**src/rtl/mfp_ahb_lite_matrix_n_if.sv**
```systemverilog
// AHB-Lite single-master matrix bundle: CPU-side bus, per-slave fan-out
// and the error-capture status used by software/debug.
interface mfp_ahb_lite_matrix_n_if #(
  parameter int unsigned N_SLAVES = 5
);
  // CPU (master) side
  logic [31:0]            HADDR;
  logic [1:0]             HTRANS;
  logic                   HWRITE;
  logic [31:0]            HRDATA;
  logic                   HREADY;
  logic                   HRESP;

  // Slave side
  logic [N_SLAVES-1:0]    S_HSEL;
  logic [N_SLAVES-1:0]    S_HREADYOUT;
  logic [N_SLAVES*32-1:0] S_HRDATA;
  logic [N_SLAVES-1:0]    S_HRESP;

  // Error capture
  logic                   ERR_CLEAR;
  logic                   ERR_VALID;
  logic [31:0]            ERR_ADDR;
  logic                   ERR_WRITE;

  // View taken by the matrix itself (it is the slave of the CPU)
  modport slave (
    input  HADDR, HTRANS, HWRITE, S_HREADYOUT, S_HRDATA, S_HRESP, ERR_CLEAR,
    output HRDATA, HREADY, HRESP, S_HSEL, ERR_VALID, ERR_ADDR, ERR_WRITE
  );

  // View taken by the CPU / slave models driving the matrix
  modport master (
    output HADDR, HTRANS, HWRITE, S_HREADYOUT, S_HRDATA, S_HRESP, ERR_CLEAR,
    input  HRDATA, HREADY, HRESP, S_HSEL, ERR_VALID, ERR_ADDR, ERR_WRITE
  );
endinterface

```
**src/rtl/mfp_ahb_lite_matrix_n.sv**
```systemverilog
// Parametrised AHB-Lite single-master interconnect: base/mask address
// decode with lowest-index priority, registered data-phase response mux,
// internal default slave giving the two-cycle ERROR response for unmapped
// active transfers, and a sticky first-error capture register.
module mfp_ahb_lite_matrix_n #(
  parameter int unsigned            N_SLAVES   = 5,
  parameter logic [N_SLAVES*32-1:0] SLAVE_BASE = {32'h10402000, 32'h10401000,
                                                  32'h1F800000, 32'h00000000,
                                                  32'h1FC00000},
  parameter logic [N_SLAVES*32-1:0] SLAVE_MASK = {32'h1FFFF000, 32'h1FFFF000,
                                                  32'h1FC00000, 32'h1C000000,
                                                  32'h1FC00000}
) (
  input  logic                  HCLK,
  input  logic                  HRESETn,
  mfp_ahb_lite_matrix_n_if.slave bus
);

  localparam int unsigned IDX_W = (N_SLAVES > 1) ? $clog2(N_SLAVES) : 1;

  // Data-phase owner: an external slave (index held separately), the
  // internal default slave, or nobody (zero-wait OKAY).
  typedef enum logic [1:0] {
    SEL_NONE,
    SEL_SLAVE,
    SEL_DEFAULT
  } sel_kind_e;

  typedef enum logic [1:0] {
    DS_IDLE,
    DS_ERR1,
    DS_ERR2
  } ds_state_e;

  // Address decode
  logic [N_SLAVES-1:0] match;
  logic [N_SLAVES-1:0] hsel;
  logic                hit;
  logic [IDX_W-1:0]    hit_idx;

  // Data-phase select
  sel_kind_e           sel_kind_q, sel_kind_d;
  logic [IDX_W-1:0]    sel_idx_q,  sel_idx_d;

  // Default slave
  ds_state_e           ds_q, ds_d;
  logic                ds_ready;
  logic                ds_resp;

  // Error capture
  logic                err_valid_q, err_valid_d;
  logic [31:0]         err_addr_q,  err_addr_d;
  logic                err_write_q, err_write_d;

  // Response mux
  logic [31:0]         s_rdata [N_SLAVES];
  logic                hready;
  logic                hresp;
  logic [31:0]         hrdata;
  logic                err_start;

  // Compare every window against the current address
  always_comb begin
    match = '0;
    for (int unsigned i = 0; i < N_SLAVES; i++) begin
      match[i] = ((bus.HADDR & SLAVE_MASK[32*i +: 32]) ==
                  (SLAVE_BASE[32*i +: 32] & SLAVE_MASK[32*i +: 32]));
    end
  end

  // Lowest matching index wins; select is independent of HTRANS
  always_comb begin
    hit     = 1'b0;
    hit_idx = '0;
    hsel    = '0;
    for (int unsigned i = 0; i < N_SLAVES; i++) begin
      if (match[i] && !hit) begin
        hit     = 1'b1;
        hit_idx = IDX_W'(i);
        hsel[i] = 1'b1;
      end
    end
  end

  // Unpack the per-slave read data bus
  always_comb begin
    for (int unsigned i = 0; i < N_SLAVES; i++) begin
      s_rdata[i] = bus.S_HRDATA[32*i +: 32];
    end
  end

  // An unmapped active transfer is being accepted this cycle
  assign err_start = hready && bus.HTRANS[1] && !hit;

  // Default-slave outputs, decoded from the state alone
  always_comb begin
    ds_ready = 1'b1;
    ds_resp  = 1'b0;
    case (ds_q)
      DS_ERR1: begin
        ds_ready = 1'b0;
        ds_resp  = 1'b1;
      end
      DS_ERR2: begin
        ds_resp  = 1'b1;
      end
      default: ;
    endcase
  end

  // Default-slave next state; ERR2 chains straight into a new ERROR pair
  always_comb begin
    ds_d = ds_q;
    case (ds_q)
      DS_IDLE: if (err_start) ds_d = DS_ERR1;
      DS_ERR1: ds_d = DS_ERR2;
      DS_ERR2: ds_d = err_start ? DS_ERR1 : DS_IDLE;
      default: ds_d = DS_IDLE;
    endcase
  end

  // Route the data-phase owner's response back to the master
  always_comb begin
    hready = 1'b1;
    hresp  = 1'b0;
    hrdata = '0;
    case (sel_kind_q)
      SEL_SLAVE: begin
        hready = bus.S_HREADYOUT[sel_idx_q];
        hresp  = bus.S_HRESP[sel_idx_q];
        hrdata = s_rdata[sel_idx_q];
      end
      SEL_DEFAULT: begin
        hready = ds_ready;
        hresp  = ds_resp;
      end
      default: ;
    endcase
  end

  // Data-phase select advances only when the bus is ready
  always_comb begin
    sel_kind_d = sel_kind_q;
    sel_idx_d  = sel_idx_q;
    if (hready) begin
      if (hit) begin
        sel_kind_d = SEL_SLAVE;
        sel_idx_d  = hit_idx;
      end else if (bus.HTRANS[1]) begin
        sel_kind_d = SEL_DEFAULT;
      end else begin
        sel_kind_d = SEL_NONE;
      end
    end
  end

  // Sticky first-error capture; a clear in the same cycle as a new error
  // frees the slot so the new error is recorded
  always_comb begin
    err_valid_d = err_valid_q;
    err_addr_d  = err_addr_q;
    err_write_d = err_write_q;
    if (err_start && (!err_valid_q || bus.ERR_CLEAR)) begin
      err_valid_d = 1'b1;
      err_addr_d  = bus.HADDR;
      err_write_d = bus.HWRITE;
    end else if (bus.ERR_CLEAR) begin
      err_valid_d = 1'b0;
    end
  end

  // State registers
  always_ff @(posedge HCLK or negedge HRESETn) begin
    if (!HRESETn) begin
      sel_kind_q  <= SEL_NONE;
      sel_idx_q   <= '0;
      ds_q        <= DS_IDLE;
      err_valid_q <= 1'b0;
      err_addr_q  <= '0;
      err_write_q <= 1'b0;
    end else begin
      sel_kind_q  <= sel_kind_d;
      sel_idx_q   <= sel_idx_d;
      ds_q        <= ds_d;
      err_valid_q <= err_valid_d;
      err_addr_q  <= err_addr_d;
      err_write_q <= err_write_d;
    end
  end

  assign bus.S_HSEL    = hsel;
  assign bus.HREADY    = hready;
  assign bus.HRESP     = hresp;
  assign bus.HRDATA    = hrdata;
  assign bus.ERR_VALID = err_valid_q;
  assign bus.ERR_ADDR  = err_addr_q;
  assign bus.ERR_WRITE = err_write_q;

endmodule

```
**src/flat_wrapper.sv**
```systemverilog
// flat-port wrapper written by rule: the top's interface ports become plain ports
module mfp_ahb_lite_matrix_n_flat 
#(
  parameter int unsigned            N_SLAVES   = 5,
  parameter logic [N_SLAVES*32-1:0] SLAVE_BASE = {32'h10402000, 32'h10401000,
                                                  32'h1F800000, 32'h00000000,
                                                  32'h1FC00000},
  parameter logic [N_SLAVES*32-1:0] SLAVE_MASK = {32'h1FFFF000, 32'h1FFFF000,
                                                  32'h1FC00000, 32'h1C000000,
                                                  32'h1FC00000}
)
  (HCLK, HRESETn, bus_HADDR, bus_HTRANS, bus_HWRITE, bus_S_HREADYOUT, bus_S_HRDATA, bus_S_HRESP, bus_ERR_CLEAR, bus_HRDATA, bus_HREADY, bus_HRESP, bus_S_HSEL, bus_ERR_VALID, bus_ERR_ADDR, bus_ERR_WRITE);
  mfp_ahb_lite_matrix_n_if #(.N_SLAVES(N_SLAVES)) bus_i ();
  input  logic HCLK;
  input  logic HRESETn;
  input wire logic [$bits(bus_i.HADDR)-1:0] bus_HADDR;
  input wire logic [$bits(bus_i.HTRANS)-1:0] bus_HTRANS;
  input wire logic [$bits(bus_i.HWRITE)-1:0] bus_HWRITE;
  input wire logic [$bits(bus_i.S_HREADYOUT)-1:0] bus_S_HREADYOUT;
  input wire logic [$bits(bus_i.S_HRDATA)-1:0] bus_S_HRDATA;
  input wire logic [$bits(bus_i.S_HRESP)-1:0] bus_S_HRESP;
  input wire logic [$bits(bus_i.ERR_CLEAR)-1:0] bus_ERR_CLEAR;
  output wire logic [$bits(bus_i.HRDATA)-1:0] bus_HRDATA;
  output wire logic [$bits(bus_i.HREADY)-1:0] bus_HREADY;
  output wire logic [$bits(bus_i.HRESP)-1:0] bus_HRESP;
  output wire logic [$bits(bus_i.S_HSEL)-1:0] bus_S_HSEL;
  output wire logic [$bits(bus_i.ERR_VALID)-1:0] bus_ERR_VALID;
  output wire logic [$bits(bus_i.ERR_ADDR)-1:0] bus_ERR_ADDR;
  output wire logic [$bits(bus_i.ERR_WRITE)-1:0] bus_ERR_WRITE;
  assign bus_i.HADDR = bus_HADDR;
  assign bus_i.HTRANS = bus_HTRANS;
  assign bus_i.HWRITE = bus_HWRITE;
  assign bus_i.S_HREADYOUT = bus_S_HREADYOUT;
  assign bus_i.S_HRDATA = bus_S_HRDATA;
  assign bus_i.S_HRESP = bus_S_HRESP;
  assign bus_i.ERR_CLEAR = bus_ERR_CLEAR;
  assign bus_HRDATA = bus_i.HRDATA;
  assign bus_HREADY = bus_i.HREADY;
  assign bus_HRESP = bus_i.HRESP;
  assign bus_S_HSEL = bus_i.S_HSEL;
  assign bus_ERR_VALID = bus_i.ERR_VALID;
  assign bus_ERR_ADDR = bus_i.ERR_ADDR;
  assign bus_ERR_WRITE = bus_i.ERR_WRITE;
  mfp_ahb_lite_matrix_n #(.N_SLAVES(N_SLAVES), .SLAVE_BASE(SLAVE_BASE), .SLAVE_MASK(SLAVE_MASK)) u_core (.HCLK(HCLK), .HRESETn(HRESETn), .bus(bus_i));
endmodule
```
**config.mk**
```make
export PLATFORM = sky130hd
export DESIGN_NAME = mfp_ahb_lite_matrix_n_flat
export DESIGN_NICKNAME = d
export VERILOG_FILES = /design/src/rtl/mfp_ahb_lite_matrix_n_if.sv /design/src/rtl/mfp_ahb_lite_matrix_n.sv /design/src/flat_wrapper.sv
export SDC_FILE = /design/constraint.sdc
export NUM_CORES = 1
export LEC_CHECK = 0
export ABC_AREA = 1
export BUFFER_PORTS_ARGS = -buffer_cell sky130_fd_sc_hd__buf_2
export CAP_MARGIN = 10
export CORE_MARGIN = 10
export CORE_UTILIZATION = 24
export DETAILED_ROUTE_END_ITERATION = 16
export PLACE_DENSITY = 0.5
export SKIP_LAST_GASP = 1
export SLEW_MARGIN = 20
export SYNTH_ARGS = -nofsm -noshare
export SYNTH_HDL_FRONTEND = slang
export SYNTH_SLANG_ARGS = --single-unit
```
**constraint.sdc**
```tcl
create_clock -name HCLK -period 1.78 [get_ports HCLK]
set_input_delay 0.089 -clock HCLK [delete_from_list [all_inputs] [get_ports HCLK]]
set_output_delay 0.089 -clock HCLK [all_outputs]
set_load 0.01 [all_outputs]
```
# == Yosys cells after proc, flatten, opt, wreduce, memory -nomap -nowiden ==
# Index checks and enable logic that the tools add are counted.
# totals
regBits,41
out_inout_bits,73
elab_cells,69
# classes
magnitude_cmp,2
n_eq_ne,9
n_mux,32
n_bitwise,1
reduce_logical,19
# op_table
op,n
32-bit binary-select mux with 3-bit select,1
32-bit 2-to-1 mux,3
"17-bit == test, second input constant",2
32-bit logical NOT,1
1-bit 2-to-1 mux,17
"7-bit == test, second input constant",2
2-bit 2-to-1 mux,5
1-bit logical AND,7
1-bit binary-select mux with 3-bit select,2
1-bit logical NOT,6
2-bit case mux with 3 select lines,1
"2-bit by 1-bit == test with 1-bit output, second input constant",2
"2-bit == test, second input constant",2
"4-bit greater-or-equal comparator, second input constant",1
"3-bit by 4-bit less-than comparator with 1-bit output, second input constant",1
3-bit inverter with 4-bit output,1
1-bit case mux with 2 select lines,2
3-bit 2-to-1 mux,1
2-bit logical NOT,1
"2-bit by 1-bit inequality test with 1-bit output, second input constant",1
2-bit AND reduction,1
2-bit nonzero test,1
2-bit OR reduction,1
1-bit logical OR,1

# == Depth between registers and ports, before layout ==
# Gate-level depths: netlist of the first run.
# depth
word_depth,18
depth_mapped,14
mapped_depth_nobuf,12

# == Worst setup path after synthesis of the first run ==
# OpenSTA, ideal clock, no wires.
# synth_timing
path_type,register to register
from,register u_core.sel_kind_q[1]
to,"register u_core.err_addr_q[20], in the netlist u_core.bus.ERR_ADDR[20]"
setup_ns,0.117
t_arrival_ns,1.530
required_time_ns,1.663
slack_ns,0.133
stages_incl_launch_ff,13
synth_period_minus_slack_ns,1.647
cell_sequence,dfrtp_1 > inv_1 > ha_1 > clkinv_1 > a21oi_1 > nand2_1 > nand2_4 > nand2_4 > nor2_8 > nand2_4 > buf_6 > nand2_1 > nand2_1
# synth_via
elab_chain_len,5
word_cells_on_any_way,6
classes_between,eq/ne: 2; mux: 1; reduce/logical: 3
# synth_rtl
item,line,source
"start, declared",mfp_ahb_lite_matrix_n.sv:42,"sel_kind_e sel_kind_q, sel_kind_d;"
"start signal, assigned",mfp_ahb_lite_matrix_n.sv:182,sel_kind_q <= sel_kind_d;
2-bit == test or 2-bit by 1-bit == test with 1-bit output (tied branches),mfp_ahb_lite_matrix_n.sv:127,case (sel_kind_q)
1-bit case mux with 2 select lines *,mfp_ahb_lite_matrix_n.sv:127,
via bus_HREADY,flat_wrapper.sv:24,output wire logic [$bits(bus_i.HREADY)-1:0] bus_HREADY;
1-bit logical AND * (2 in series),mfp_ahb_lite_matrix_n.sv:93,assign err_start = hready && bus.HTRANS[1] && !hit;
1-bit logical AND *,mfp_ahb_lite_matrix_n.sv:163,if (err_start && (!err_valid_q || bus.ERR_CLEAR)) begin
"end signal, assigned",mfp_ahb_lite_matrix_n.sv:186,err_addr_q <= err_addr_d;
"end, declared",mfp_ahb_lite_matrix_n.sv:52,"logic [31:0] err_addr_q, err_addr_d;"
# Mark *: on every way through the listed nets, which the timed path passes. The rest lies on a longest branch.
# A chain may end at the register's enable or synchronous reset.

# == Worst setup path in the final report of the first run ==
# layout_timing
from,register u_core.sel_idx_q[0]
to,output bus_HRDATA[1]
# layout_via
elab_chain_len,5
# layout_rtl
item,line,source
"start, declared",mfp_ahb_lite_matrix_n.sv:43,"logic [IDX_W-1:0] sel_idx_q, sel_idx_d;"
"start signal, assigned",mfp_ahb_lite_matrix_n.sv:183,sel_idx_q <= sel_idx_d;
3-bit inverter with 4-bit output (not written as such),mfp_ahb_lite_matrix_n.sv:131,hrdata = s_rdata[sel_idx_q];
32-bit binary-select mux with 3-bit select,mfp_ahb_lite_matrix_n.sv:131,
32-bit 2-to-1 mux (not written as such) (2 in series),mfp_ahb_lite_matrix_n.sv:131,
32-bit 2-to-1 mux,mfp_ahb_lite_matrix_n.sv:127,
"end, declared",flat_wrapper.sv:23,output wire logic [$bits(bus_i.HRDATA)-1:0] bus_HRDATA;
# No other way between the ends. The select of a mux whose other input is x is not followed.

==> results.toml, run 1 <==
[layout]
layout.nets = 1086
instances_no_fill = 1056
final_area_um2 = 6270
drive_gt1_share_pct = 46.3
syn_to_final_growth_pct = 76.3
antenna_cells = 0

[placed_design]
hpwlAfterDp_um = 14100
pre_cts_ws_ps = 1.04
portBuffers = 279
gp_congestion = 0.850
dp_cells = 1027
dpl_cell_area_um2 = 5300

[floorplanning]
coreArea_um2 = 14500
rows = 44
die_width_um = 142
initial_core_util_pct = 24.5
dieArea_um2 = 20100
pin_count = 281
die_h_um = 142

[status]
violations = "negative setup slack"
status = "complete, but fails checks"

[clock_tree]
numClockSinks = 41
cts_made_buffers = 5
htree_levels = 2
clk_pin_slew_ps = 60
cts_tree = "built"
clock_latency_ps = 290
cts_root_buf = "clkbuf_16"
clock_path_buffers = 2

[timing]
relSlewSlack_pct = 65.6
timing.final.crit_share_pct = 106
hold_ws_ps = 26.6
hold_viol = 0
setup_viol = 64
tns_ps = -4070
drv_slew = 0
grt_setup_unrepaired = "yes"
setup_ws_ps = -104
clock.fmax_mhz = 531
skew_ps = 4.57
tightestPinTransition_ps = 517
fin_crit_ps = 1880

[yosys]
synthesis.area_um2 = 3550
syn_area_per_cell_um2 = 6.12
ys_seq_area_share_pct = 28.9
syn_nets = 796
yosys_warnings = 0
synth_cell_type_count = 24
ys_ff_latch = 41
syn-instance-count = 581

[worst_setup_path]
path_cells = "buf_6 > nor2_8 > buf_12 > buf_16 > nand2_4 > a21oi_2 > o21ai_1 > inv_1 > buf_6"
cp_slowest_stage_delay_ps = 430
worst_ep_required_time_ps = 1690
cp_slowest_cell = "dfrtp_2"
start_kind = "flip-flop"
arrival_ps = 1790
crit_fanout = 8
end_kind = "output pin"
criticalPathCategory = "reg2out"
cp_common_cell = "buf_6"
path_delay_family = "buffers and inverters"
crit_buf_inv = 5

[drt]
drtPass1Iterations = 5
vias = 5012
via_per_inst = 4.75
drtAntennaViolNets = 0
routed_wl_um = 18900
drt_iter0_drc = 247
wl_per_cell_um = 17.9
drcViolationCount = 0

[global_routing]
grt_pass1_vias = 4937
grt_usage_pct = 16.7
grt_pass1_wl_um = 27300
grt_antenna_before_repair = 0
grt_max_degree = 68
grt_overflow = 0

[power_and_ir_drop]
peakVddDrop_v = 0.000722
p_leak_uw = 0.00361
powerDensity_nw_per_um2 = 1170

[job]
drv_cap = 0

[hold_path]
hold_class = "in2reg"
worst paths after layout:
check                                                         start                                   to  slack (ps)  depth (start not counted)
worst max-delay path                u_core.sel_idx_q[0]$_DFFE_PN0P_                        bus_HRDATA[1]        -100                          9
worst min-delay path                                   bus_HADDR[8]   u_core.bus.ERR_ADDR[8]$_DFFE_PN0P_          30                          3
worst max register to register      u_core.sel_idx_q[0]$_DFFE_PN0P_   u_core.bus.ERR_ADDR[1]$_DFFE_PN0P_         -70                         12
worst min register to register  u_core.bus.ERR_ADDR[14]$_DFFE_PN0P_  u_core.bus.ERR_ADDR[14]$_DFFE_PN0P_         470                          2
max in group asynchronous                                   HRESETn  u_core.bus.ERR_ADDR[11]$_DFFE_PN0P_         900                          3
min in group asynchronous                                   HRESETn   u_core.bus.ERR_ADDR[8]$_DFFE_PN0P_         310                          2
cell families (layout without fill, tap and decap cells):
group,Yosys count,in the layout,share of synthesized area [%]
flip-flops,41,41,28.9
AND/OR/NAND/NOR,262,262,31.2
buffers and inverters,97,388,11.7
AO/OA/AOI/OAI,174,174,25.8
adder cells (fa/ha/maj),7,7,2.46
worst reg2reg max path, stage by stage (launching register included):
cell	delay, ps
dfrtp_2	430
buf_6	140
nor2_8	190
nand2_2	70
a21oi_2	150
nand2_2	100
nand2_4	90
nand2_4	70
nor2_8	160
buf_4	140
buf_12	120
nand3_1	80
nand2_1	70
placed cells by master (no fill, tap or decap), types with 32 or more instances in the layout:
master	netlist	final
buf_2	3	257
buf_6	4	32
dfrtp_1	41	39
inv_1	50	49
nand2_1	130	102
nand3_1	41	40
nor2_1	82	79
o21ai_0	103	62
o21ai_1	0	38
o22ai_1	33	32
cells in the mapped netlist (all sizes together):
| master | n | area [um^2] |
|---|---|---|
| a21boi | 1 | 7.51 |
| a21oi | 36 | 180 |
| and2 | 1 | 6.26 |
| buf | 13 | 101 |
| clkbuf | 32 | 120 |
| clkinv | 1 | 3.75 |
| dfrtp | 41 | 1030 |
| ha | 7 | 87.6 |
| inv | 51 | 191 |
| nand2 | 133 | 522 |
| nand3 | 42 | 215 |
| nor2 | 84 | 348 |
| nor3 | 1 | 10.0 |
| o21ai | 103 | 515 |
| o21bai | 1 | 7.51 |
| o22ai | 33 | 206 |
| or2 | 1 | 6.26 |
metal layers:
metal	part of all wire (%)	vias to the layer above	track usage [%]
met1	41	2258	19.8
met2	49	245	29.1
met5	0	-	0
li1	-	2494	-
met3	9.7	15	5.14
met4	1.0	0	3.34
power breakdown:
| group | switching [uW] | internal, uW | total [uW] | leakage, uW |
|---|---|---|---|---|
| registers | 234 | 1350 | 1590 | 0.000510 |
| clock network | 385 | 664 | 1050 | 0.0000800 |
| logic | 2540 | 2180 | 4720 | 0.00302 |
flip-flops by register name (all words and copies together), names as in the netlist:
register,flops
u_core.bus.ERR_WRITE,1
u_core.sel_idx_q,3
u_core.ds_q,2
u_core.bus.ERR_ADDR,32
u_core.sel_kind_q,2
u_core.bus.ERR_VALID,1
cell type report:
type	count	area [um^2]
multi-input combinational	443	2360
tap	184	230
clock inverter	3	46.3
clock buffer	5	125
fill	1566	8270
timing repair buffer	328	2270
sequential	41	1030
inverter	52	203
stage by stage:
stage	util, %	power [uW]
3_3_place_gp	36.4	5270
2_1_floorplan	-	3660
6_report	43.1	7360
3_5_place_dp	36.4	5270
5_1_grt	43.1	7950
4_1_cts	39.1	6730
repair_timing:
action                     CTS  global route
setup endpoints to repair   26            70
gates cloned                 4             5
hold endpoints to repair    20             0
gates resized for setup     29           128
hold buffers                 1             0
setup buffers                3             9
pin swaps                    6            29
Note: power is estimated with default switching activity, not from simulation.
==> inputs of run 2 (changes only) <==
--- a/config.mk
+++ b/config.mk
@@ -8,10 +8,12 @@
 export ABC_AREA = 1
 export BUFFER_PORTS_ARGS = -buffer_cell sky130_fd_sc_hd__buf_2
 export CAP_MARGIN = 10
+export CELL_PAD_IN_SITES_DETAIL_PLACEMENT = 2
+export CELL_PAD_IN_SITES_GLOBAL_PLACEMENT = 2
 export CORE_MARGIN = 10
-export CORE_UTILIZATION = 24
+export CORE_UTILIZATION = 18
 export DETAILED_ROUTE_END_ITERATION = 16
-export PLACE_DENSITY = 0.5
+export PLACE_DENSITY = 0.78
 export SKIP_LAST_GASP = 1
 export SLEW_MARGIN = 20
 export SYNTH_ARGS = -nofsm -noshare
==> run 2 against run 1 <==
Effect of this change:
- the run still ends with negative setup slack left
- sequential power is 8% higher
- combinational power is 10% higher
- sequential share of layout area shrank 0.83 points
- count of clock-buffer cells in the layout grew 2
- core utilization is 9.2 points lower
- hold slack better by 2.2 ps
- clock skew decreased by 1.9 ps
- final cell count grew 8.3%
- critical path depth grew 3
==> results.toml, run 2 (synthesized netlist as in run 1, its figures left out) <==
[power_and_ir_drop]
p_int_uw = 4460
combPwrFrac_pct = 65.0
p_clk_share_pct = 13.8
switching_power_uw = 3570
p_sw_share_pct = 44.5
seqPwrFrac_pct = 21.3
power_uw = 8030
peakVddDrop_v = 0.000555
p_leak_uw = 0.00370
powerDensity_nw_per_um2 = 1210

[layout]
syn_to_final_growth_pct = 86.0
post-route-util_pct = 34.0
multi_input_area_um2 = 2460
final_common_cell = "buf_2"
drive_gt1_share_pct = 50.0
instances_no_fill = 1144
mostFrequentLayoutCells = "buf_2, nand2_1, nor2_1, o21ai_1, inv_1"
nFillCells = 2315
largest_reg_flops = 32
regArea_um2 = 1030
layout.nets = 1088

[timing]
drv_slew = 0
timing.final.crit_share_pct = 107
hold_viol = 0
setup_ws_ps = -123
clock.fmax_mhz = 525
setup_viol = 66
skew_ps = 2.71
tightestPinTransition_ps = 514
hold_ws_ps = 28.8
relSlewSlack_pct = 65.7
grt_setup_unrepaired = "yes"
fin_crit_ps = 1900

[worst_setup_path]
crit_fanout = 8
path_delay_family = "simple AND/OR/NAND/NOR gates"
criticalPathCategory = "reg2reg"
start_kind = "flip-flop"
cp_slowest_cell = "dfrtp_2"
end_kind = "flip-flop"
worst_ep_required_time_ps = 1960
crit_buf_inv = 2
cp_slowest_stage_delay_ps = 430
cp-startpoint = "u_core.sel_idx_q[1]$_DFFE_PN0P_"
path_cells = "buf_4 > nor2_8 > nand2_2 > a21oi_2 > nand2_2 > nand2_4 > nand2_4 > nor2_8 > nand2_8 > clkbuf_16 > nand2_4 > nand2_2"
r2r-start = "u_core.sel_idx_q[1]$_DFFE_PN0P_"
arrival_ps = 2090

[placed_design]
portBuffers = 279
dp_cells = 1106
hpwlAfterDp_um = 17200
gp_congestion = 0.768

[clock_tree]
htree_levels = 2
clock_path_buffers = 2
cts_root_buf = "clkbuf_16"
clk_pin_slew_ps = 60
cts_made_buffers = 5
numClockSinks = 41
cts_tree = "built"
clock_latency_ps = 290

[floorplanning]
die_width_um = 161
die_h_um = 161
coreArea_um2 = 19500
rows = 51
dieArea_um2 = 25800
pin_count = 281
initial_core_util_pct = 18.3

[drt]
drtAntennaViolNets = 0
vias = 5252
wl_per_cell_um = 20.9
drcViolationCount = 0
drt_iter0_drc = 153
routed_wl_um = 23900
via_per_inst = 4.59
drtPass1Iterations = 4

[global_routing]
grt_usage_pct = 17.2
grt_pass1_vias = 5809
grt_pass1_wl_um = 35200
grt_max_degree = 43
grt_antenna_before_repair = 5
grt_overflow = 0

[hold_path]
worstHoldStart = "bus_HADDR[30]"
hold_class = "in2reg"

[job]
drv_cap = 0

[status]
violations = "negative setup slack"
status = "complete, but fails checks"
[run 2: metal layers]
metal  routed length [um]  track usage, %  up-vias
li1                     -               -     2500
met1                 9670            19.9     2526
met2                12300            30.8      202
met3                 1610            4.86       22
met4                  345            3.55        2
met5                   13               0        -
[run 2: worst paths after layout]
check / to / slack (ps) / depth (start not counted)
max: u_core.bus.ERR_ADDR[21]$_DFFE_PN0P_ / -120 / 12
min: u_core.bus.ERR_ADDR[30]$_DFFE_PN0P_ / 30 / 3
max reg2reg: u_core.bus.ERR_ADDR[21]$_DFFE_PN0P_ / -120 / 12
min reg2reg: u_core.bus.ERR_ADDR[11]$_DFFE_PN0P_ / 470 / 2
max in group asynchronous: u_core.sel_idx_q[2]$_DFFE_PN0P_ / 1000 / 3
min in group asynchronous: u_core.bus.ERR_ADDR[26]$_DFFE_PN0P_ / 280 / 2
[run 2: power groups by stage]
stage | clock (uW) | sequential, uW | combinational (uW)
floorplan | 0 | 1750 | 1910
global placement | 0 | 1630 | 3640
detailed placement | 0 | 1630 | 3780
CTS | 1130 | 1630 | 4740
global route | 1180 | 1780 | 5750
finish | 1100 | 1710 | 5210
[run 2: timing repair]
action,CTS,global route
gates cloned,7,3
hold endpoints to repair,17,0
pin swaps,8,18
resized for setup,117,112
buffers inserted,13,4
setup endpoints to repair,42,75
hold buffers,1,0
[run 2: worst min-delay path, cell delays in order]
cell     delay, ps
buf_2           80
nand3_1         60
nand2_1         60
[run 2: cell type report]
cell class | count | share of cell area [%]
Inverter | 52 | 2.97
Clock inverter | 1 | 0.454
Tap cell | 265 | 5.02
Antenna cell | 5 | 0.189
Timing Repair Buffer | 330 | 36.3
Multi-Input combinational cell | 443 | 37.3
Sequential cell | 41 | 15.6
Clock buffer | 7 | 2.16
[run 2: stage by stage]
step	TNS (ps)	instance area [um^2]	setup WS (ps)
after CTS	-4890	6210	-98.7
after global routing	-12320	6610	-237
after detailed placement	-32.2	5370	-14.8
after floorplan	0	3550	133
final	-4980	6610	-123
after global placement	0	5370	62.3
==> inputs of run 3 (changes only) <==
--- a/config.mk
+++ b/config.mk
@@ -7,12 +7,13 @@
 export LEC_CHECK = 0
 export ABC_AREA = 1
 export BUFFER_PORTS_ARGS = -buffer_cell sky130_fd_sc_hd__buf_2
-export CAP_MARGIN = 10
+export CAP_MARGIN = 0
 export CELL_PAD_IN_SITES_DETAIL_PLACEMENT = 2
 export CELL_PAD_IN_SITES_GLOBAL_PLACEMENT = 2
 export CORE_MARGIN = 10
 export CORE_UTILIZATION = 18
 export DETAILED_ROUTE_END_ITERATION = 16
+export GPL_TIMING_DRIVEN = 0
 export PLACE_DENSITY = 0.78
 export SKIP_LAST_GASP = 1
 export SLEW_MARGIN = 20
==> constraint.sdc (replaced) <==
create_clock -name HCLK -period 2.08 [get_ports HCLK]
set_input_delay 0.104 -clock HCLK [delete_from_list [all_inputs] [get_ports HCLK]]
set_output_delay 0.104 -clock HCLK [all_outputs]
set_load 0.01 [all_outputs]
==> run 3 against run 2 <==
Effect of this change:
- the flow now finishes without violations
- register-to-register slack better by 240 ps
- via count is 1.6% lower
- routed wire length is 5.4% lower
- total power decreased by 31%
- sequential share of layout area up 2.6 points
- die area is the same
- clock skew increased by 1.2 ps
- final cell count barely moved
- clock power fell by 18%
- critical path type is now reg2out
- largest cell class unchanged
==> results.toml, run 3 (synthesized netlist as in run 1, its figures left out) <==
[timing]
timing.final.crit_share_pct = 96.1
clock.fmax_mhz = 500
setup_viol = 0
hold_viol = 0
grt_setup_unrepaired = "yes"
setup_ws_ps = 81.0
tns_ps = 0
drv_slew = 0
tightestPinTransition_ps = 512
fin_crit_ps = 2000
skew_ps = 3.90
relSlewSlack_pct = 65.9

[worst_setup_path]
cp-endpoint = "bus_HRESP"
reg2reg_depth = 13
cp_slowest_cell = "dfrtp_1"
crit_fanout = 6
cp-startpoint = "u_core.sel_idx_q[1]$_DFFE_PN0P_"
cp_num_cells = 8
path_cells = "buf_8 > clkinvlp_4 > buf_4 > o21ai_0 > o22ai_1 > o21ai_0 > a21oi_1 > buf_2"
start_kind = "flip-flop"
cp_slowest_stage_delay_ps = 350
worst_ep_required_time_ps = 1980
arrival_ps = 1900
r2r-start = "u_core.sel_idx_q[1]$_DFFE_PN0P_"
crit_buf_inv = 4
r2r_slack_ps = 120
reg2reg_to = "u_core.bus.ERR_ADDR[29]$_DFFE_PN0P_"
path_delay_family = "buffers and inverters"
end_kind = "output pin"
criticalPathCategory = "reg2out"
cp_common_cell = "o21ai_0"

[drt]
drtAntennaViolNets = 0
wl_per_cell_um = 19.7
drcViolationCount = 0
drtPass1Iterations = 4
routed_wl_um = 22600
via_per_inst = 4.51
vias = 5169
drt_iter0_drc = 179

[layout]
drive_gt1_share_pct = 39.5
mostFrequentLayoutCells = "buf_2, nand2_1, o21ai_0, nor2_1, inv_1"
nFillCells = 2460
final_common_cell = "buf_2"
syn_to_final_growth_pct = 58.7
layout.nets = 1092
post-route-util_pct = 29.0
largest_reg_flops = 32
final_area_um2 = 5640

[placed_design]
gp_congestion = 0.807
portBuffers = 279
dpl_cell_area_um2 = 5280
hpwlAfterDp_um = 18800
pre_cts_ws_ps = -195

[power_and_ir_drop]
peakVddDrop_v = 0.000462
p_leak_uw = 0.00343
power_uw = 5570
powerDensity_nw_per_um2 = 987

[clock_tree]
cts_made_buffers = 5
numClockSinks = 41
htree_levels = 2
clock_path_buffers = 2
cts_tree = "built"
clock_latency_ps = 280
clk_pin_slew_ps = 60
cts_root_buf = "clkbuf_16"

[global_routing]
grt_pass1_vias = 5754
grt_antenna_before_repair = 3
grt_overflow = 0
grt_pass1_wl_um = 34300
grt_max_degree = 42
grt_usage_pct = 16.6

[floorplanning]
rows = 51
die_h_um = 161
coreArea_um2 = 19500
initial_core_util_pct = 18.3
die_width_um = 161
dieArea_um2 = 25800
pin_count = 281

[status]
status = "finished clean"

[hold_path]
hold_class = "in2reg"

[job]
drv_cap = 0
-- run 3: cell types whose count changed in the layout (fill, tap and decap cells not counted), sizes merged --
cell / change
clkinvlp: +1
clkbuf: +24
bufbuf: -2
buf: -19
diode: -3
-- run 3: worst reg2reg max path, stage by stage (launching register included) --
cell and delay, ps:
dfrtp_1 350, buf_8 140, clkinvlp_4 180, nand3_2 120, nand2_1 90, nand2_1 70, nand2_1 110, nand2_4 130
nand2_4 80, nor2_8 170, nand2_4 110, buf_6 170, nand2_1 60, nand2_1 60
-- run 3: per-layer routing --
metal / global-route usage [%] / vias up / wire [um]
met4: 3.38 / 2 / 354
met5: 0 / - / 7
met1: 18.8 / 2452 / 8950
met2: 30.1 / 194 / 11500
li1: - / 2500 / -
met3: 4.91 / 21 / 1810
-- run 3: final cells by class --
cell class / instances / area [um^2] / share of cell area (%)
clock inverter: 2 / 38.8 / 0.687
tap: 265 / 332 / 5.88
antenna: 2 / 5.00 / 0.0887
buffer: 44 / 292 / 5.17
sequential: 41 / 1030 / 18.2
multi-input combinational: 443 / 2130 / 37.7
timing repair buffer: 290 / 1490 / 26.5
clock buffer: 6 / 129 / 2.28
inverter: 52 / 201 / 3.57
-- run 3: power breakdown --
| part | internal, uW | switching (uW) | total (uW) |
|---|---|---|---|
| combinational | 1270 | 2050 | 3320 |
| sequential | 1160 | 200 | 1360 |
| clock | 569 | 328 | 897 |
-- run 3: timing repair --
action,4_1_cts,5_1_grt
pin swaps,0,2
endpoints found under the hold margin,0,16
buffers inserted,1,8
endpoints found under the setup margin,63,61
resized for setup,29,46
hold buffers,0,1
-- run 3: how the worst min path moves through the flow --
stage / from / to / slack, ps / depth (start not counted)
2_1_floorplan: HRESETn / u_core.bus.ERR_ADDR[0]$_DFFE_PN0P_ / -190 / 0
3_5_place_dp: HRESETn / u_core.bus.ERR_WRITE$_DFFE_PN0P_ / 320 / 1
6_report: bus_HADDR[2] / u_core.bus.ERR_ADDR[2]$_DFFE_PN0P_ / 50 / 3
5_1_grt: bus_HADDR[6] / u_core.bus.ERR_ADDR[6]$_DFFE_PN0P_ / 60 / 3
4_1_cts: HRESETn / u_core.bus.ERR_ADDR[31]$_DFFE_PN0P_ / 20 / 1
3_3_place_gp: HRESETn / u_core.bus.ERR_ADDR[14]$_DFFE_PN0P_ / 310 / 1
-- run 3: stage by stage --
step           hold slack [ps]  instances
2_1_floorplan             -192        581
3_3_place_gp               312       1125
3_5_place_dp               320       1125
4_1_cts                   16.4       1134
5_1_grt                   64.9       1145
6_report                  45.0       1145
